===== src/rtl/write_pointer_generation.sv =====
// write_pointer_generation: write-domain side of the async FIFO.
// Keeps the binary write counter and the registered Gray write pointer, and derives
// registered full, almost-full, fill level and sticky overflow from the synchronized
// read pointer.
// Build option: define FIFO_WRT_OVF_EN to compile in the sticky overflow register;
// otherwise wrt_overflow is tied low and wrt_ovf_clr is ignored.
module write_pointer_generation #(
  parameter int unsigned ADDR_SIZE   = 4,
  parameter int unsigned AFULL_LEVEL = 14
) (
  input  logic                 wrt_clk,
  input  logic                 wrt_rst,
  input  logic                 wrt_ena,
  input  logic [ADDR_SIZE:0]   sync_rd_ptr,
  input  logic                 wrt_ovf_clr,
  output logic                 wrt_inc,
  output logic [ADDR_SIZE-1:0] wrt_addr,
  output logic [ADDR_SIZE:0]   wrt_ptr,
  output logic                 wrt_full,
  output logic                 wrt_almost_full,
  output logic [ADDR_SIZE:0]   wrt_level,
  output logic                 wrt_overflow
);

  localparam logic [ADDR_SIZE:0] AfullLevel = AFULL_LEVEL[ADDR_SIZE:0];

  logic [ADDR_SIZE:0] wrt_bin;
  logic [ADDR_SIZE:0] wrt_bin_nxt;
  logic [ADDR_SIZE:0] wrt_gray_nxt;
  logic [ADDR_SIZE:0] rd_bin_sync;
  logic [ADDR_SIZE:0] level_val;
  logic [ADDR_SIZE:0] full_pat;
  logic               full_val;
  logic               afull_val;

  // A write is accepted only when the FIFO is not already full.
  assign wrt_inc      = wrt_ena & ~wrt_full;
  assign wrt_addr     = wrt_bin[ADDR_SIZE-1:0];
  assign wrt_bin_nxt  = wrt_bin + {{ADDR_SIZE{1'b0}}, wrt_inc};
  assign wrt_gray_nxt = wrt_bin_nxt ^ (wrt_bin_nxt >> 1);

  // Full when the next write pointer is one lap ahead of the read pointer; in Gray
  // code that is the read pointer with its two MSBs inverted.
  assign full_pat = {~sync_rd_ptr[ADDR_SIZE:ADDR_SIZE-1], sync_rd_ptr[ADDR_SIZE-2:0]};
  assign full_val = (wrt_gray_nxt == full_pat);

  // Gray-to-binary: each binary bit is the XOR of all Gray bits at or above it.
  always_comb begin
    rd_bin_sync = '0;
    for (int i = 0; i <= int'(ADDR_SIZE); i++) begin
      rd_bin_sync[i] = ^(sync_rd_ptr >> i);
    end
  end

  // Lagging read pointer makes this an over-estimate, never an under-estimate.
  assign level_val = wrt_bin_nxt - rd_bin_sync;
  assign afull_val = (level_val >= AfullLevel);

  // Pointer and status registers advance together on every write-clock edge.
  always_ff @(posedge wrt_clk or posedge wrt_rst) begin
    if (wrt_rst) begin
      wrt_bin         <= '0;
      wrt_ptr         <= '0;
      wrt_full        <= 1'b0;
      wrt_level       <= '0;
      wrt_almost_full <= 1'b0;
    end else begin
      wrt_bin         <= wrt_bin_nxt;
      wrt_ptr         <= wrt_gray_nxt;
      wrt_full        <= full_val;
      wrt_level       <= level_val;
      wrt_almost_full <= afull_val;
    end
  end

`ifdef FIFO_WRT_OVF_EN
  logic ovf_q;

  // Sticky overflow: a rejected write sets it, and a set beats a coincident clear.
  always_ff @(posedge wrt_clk or posedge wrt_rst) begin
    if (wrt_rst) begin
      ovf_q <= 1'b0;
    end else if (wrt_ena && wrt_full) begin
      ovf_q <= 1'b1;
    end else if (wrt_ovf_clr) begin
      ovf_q <= 1'b0;
    end
  end

  assign wrt_overflow = ovf_q;
`else
  logic unused_ovf_clr;

  assign unused_ovf_clr = wrt_ovf_clr;
  assign wrt_overflow   = 1'b0;
`endif

endmodule


===== config.mk =====
export PLATFORM = sky130hd
export DESIGN_NAME = write_pointer_generation
export DESIGN_NICKNAME = d
export VERILOG_FILES = /design/src/rtl/write_pointer_generation.sv
export SDC_FILE = /design/constraint.sdc
export NUM_CORES = 1
export LEC_CHECK = 0
export CORE_UTILIZATION = 45
export DETAILED_ROUTE_END_ITERATION = 12
export PLACE_DENSITY = 0.78
export SYNTH_ARGS = -nofsm -noshare
export SYNTH_HDL_FRONTEND = slang
export SYNTH_SLANG_ARGS = --single-unit

===== constraint.sdc =====
create_clock -name wrt_clk -period 2.9 [get_ports wrt_clk]
set_input_delay 0.435 -clock wrt_clk [delete_from_list [all_inputs] [get_ports wrt_clk]]
set_output_delay 0.435 -clock wrt_clk [all_outputs]
set_load 0.02 [all_outputs]

==> flow_metrics.env <==
export IMPL_placedCellCount=136
export IMPL_swShare=0.4160
export IMPL_synthesis_nets=91
export IMPL_final_setup_viol_count=0
export IMPL_fmax_ghz=0.3618
export IMPL_ys_ff_latch=16
export IMPL_fp_dieArea_mm2=0.002121
export IMPL_period_minus_slack_ns=2.764
export IMPL_cap_violations=0
export IMPL_peakVddDrop_mv=0.6974
export IMPL_postSynthAreaPerCell_um2=11.49
export IMPL_total_power_w=0.001667
export IMPL_drc_errors=0
export IMPL_fin_skew_ns=0.005296
export IMPL_gr_total_overflow=0
export IMPL_multi_input_area_um2=451.7
export IMPL_cts_hold_buf=0
export IMPL_die_x_um=46.06
export IMPL_switching_power_w=0.0006934
export IMPL_clk_pin_slew_worst_paths_ns=0.09
export IMPL_tns_ns=0
export IMPL_die_h_um=46.06
export IMPL_cts_inserted_buffers=3
export IMPL_start_util=0.4950
export IMPL_track_usage=0.1675
export IMPL_regArea_um2=400.4
export IMPL_pwr_share_seq=0.248
export IMPL_clock_root_buffer="clkbuf_4"
export IMPL_ys_seq_area_frac=0.4585
export IMPL_core_area_mm2=0.001764
export IMPL_max_slew_margin=0.6133
export IMPL_cts_setup_buffers=0
export IMPL_final_max_slew_viol_count=0
export IMPL_drive_gt1_frac=0.1754
export IMPL_place_gp_congestion=0.7500
export IMPL_clk_latency_ns=0.28
export IMPL_finalWirelength_mm=1.584
export IMPL_fillCellCount=147
export IMPL_drtIter0Drc=3
export IMPL_hold_violations=0
export IMPL_pwr_share_comb=0.685
export IMPL_hp_class="input port to asynchronous set/reset pin"
export IMPL_p_leak_nw=0.5981
export IMPL_finalCritPeriodShare=0.9531
export IMPL_worstPathMaxFanout=2
export IMPL_cell_internal_pwr_w=0.0009734
export IMPL_grt_pass1_wl_mm=2.366
export IMPL_vias=636
export IMPL_critPathCaptureType="flip-flop"
export IMPL_ant_nets=0
export IMPL_grt_max_degree=17
export IMPL_firstDrtPassIters=4
export IMPL_ioPinCount=27
export IMPL_synthesis_area_um2=873.3
export IMPL_antenna_diode_count=0
export IMPL_required_ns=3.10
export IMPL_routed_via_density=4.576
export IMPL_utilization=0.7213
export IMPL_routedWlPerCell_um=11.40
export IMPL_arrival_ns=2.96
export IMPL_rows=15
export IMPL_outcome="completed"
export IMPL_clock_path_buffers=2
export IMPL_cts_sinks=16
export IMPL_final_nets=131
export IMPL_grt_pass1_vias=553
export IMPL_syn2layout_area_growth_pct=45.70
export IMPL_worst_slew_pin_slew_ns=0.5793
export IMPL_cts_tree="yes"
export IMPL_synthCells=76
export IMPL_hpwlAfterDp_mm=1.341
export IMPL_path_class="input port to flip-flop"
export IMPL_p_per_area_mw_per_mm2=1310
export IMPL_synth_top_area_frac=0.4585
export IMPL_rsz0062_at_grt="no"
export IMPL_startpoint_type="input port"
export IMPL_port_buffers=24
export IMPL_clockPowerShare=0.067
export IMPL_final_common_cell="clkdlybuf4s50_1"
export IMPL_antenna_found_initial=0
export IMPL_ys_top_cells_by_area="dfrtp_1 (46%), xnor2_1 (10%), xor2_1 (9.0%), ha_1 (7.2%), xnor3_1 (5.2%)"
export IMPL_layoutNonFillerInstCount=139
export IMPL_yosysWarnings=0
export IMPL_cts_htree_levels=1
export IMPL_synth_top_area_cell="dfrtp_1"
export IMPL_ys_types=21
export IMPL_mostFrequentLayoutCells="clkdlybuf4s50_1 (23), dfrtp_1 (16), buf_4 (12), inv_1 (9), xnor2_1 (9)"
registers in the layout, indices dropped and copies added, names as in the netlist:
name	cells
wrt_bin	5
wrt_level	5
wrt_almost_full	1
wrt_full	1
wrt_ptr	4
per-layer routing:
layer / wire length (um) / GRT usage
met3: 34 / 0.03529
met2: 819 / 0.2732
met1: 713 / 0.2134
met5: 0 / 0
met4: 16 / 0.07059
cell families (layout without fill, tap and decap cells):
group,count (synthesis),in the layout,share of synthesized area
and+or+nand+nor,14,14,0.08165
AOI/OAI and AO/OA,8,8,0.07162
adders and majority gates,6,6,0.09456
buffers and inverters,10,48,0.04728
xor gates and xnor gates,21,21,0.2421
DFF,16,16,0.4584
other,1,1,0.004294
per-stage QoR:
stage	instance area, um2	worst slack [ns]	hold slack, ns
after global placement	1227	-0.2745	0.6049
final	1272	0.1359	0.5032
after detailed placement	1227	-0.3001	0.6208
after CTS	1257	0.02449	0.5294
after floorplan	873.3	0.2198	0.3487
after global routing	1272	0.006074	0.5532
power by group through the flow:
stage / combinational [W] / sequential [W] / clock (W)
after CTS: 0.00114 / 0.000416 / 0.000115
final: 0.00114 / 0.000414 / 0.000111
after global placement: 0.00111 / 0.000415 / 0
after global routing: 0.00124 / 0.000429 / 0.000121
after detailed placement: 0.00113 / 0.000420 / 0
after floorplan: 0.000560 / 0.000556 / 0
area by class of cell:
| type | count | area share |
|---|---|---|
| inverters | 9 | 0.02655 |
| clock buffers | 3 | 0.01770 |
| multi-input cells | 50 | 0.3550 |
| well taps | 25 | 0.02458 |
| flip-flops and latches | 16 | 0.3147 |
| repair buffers | 36 | 0.2616 |
path summary, 6_finish.rpt:
| check | cells past startpoint | to | from | slack, ns |
|---|---|---|---|---|
| min | 2 | wrt_bin[0] | wrt_rst | 0.50 |
| min reg2reg | 2 | wrt_bin[4] | wrt_bin[4] | 0.64 |
| max reg2reg | 9 | wrt_almost_full | wrt_full | 0.63 |
| min in group wrt_clk | 2 | wrt_bin[4] | wrt_bin[4] | 0.64 |
| max | 11 | wrt_almost_full | sync_rd_ptr[4] | 0.14 |
| max in group asynchronous | 2 | wrt_level[3] | wrt_rst | 2.02 |
what timing repair did:
| item | 4_1_cts | 5_1_grt |
|---|---|---|
| endpoints found under the setup margin | 1 | 2 |
| pin swaps | 0 | 2 |
| gates resized for setup | 1 | 5 |
| gates cloned | 0 | 0 |
synthesized netlist by cell type:
cell type / instances
dfrtp_1: 16
xnor2_1: 10
inv_1: 9
xor2_1: 9
ha_1: 5
nand2_1: 4
nand3_1: 4
nor2b_1: 2
o211ai_1: 2
o21ai_0: 2
or3_1: 2
xnor3_1: 2
a21boi_1: 1
a21oi_1: 1
a221oi_2: 1
a311o_1: 1
buf_4: 1
conb_1: 1
fa_1: 1
nor3_1: 1
or2_1: 1
critical path, stage by stage:
cell	delay (ns)
clkdlybuf4s50_1	0.52
xor2_2	0.24
xnor2_2	0.15
xor2_1	0.23
xnor2_1	0.10
ha_2	0.20
fa_1	0.39
nor2b_2	0.14
o21ai_1	0.08
a311o_1	0.38
o211ai_1	0.09
Note: power is estimated with default switching activity, not from simulation.
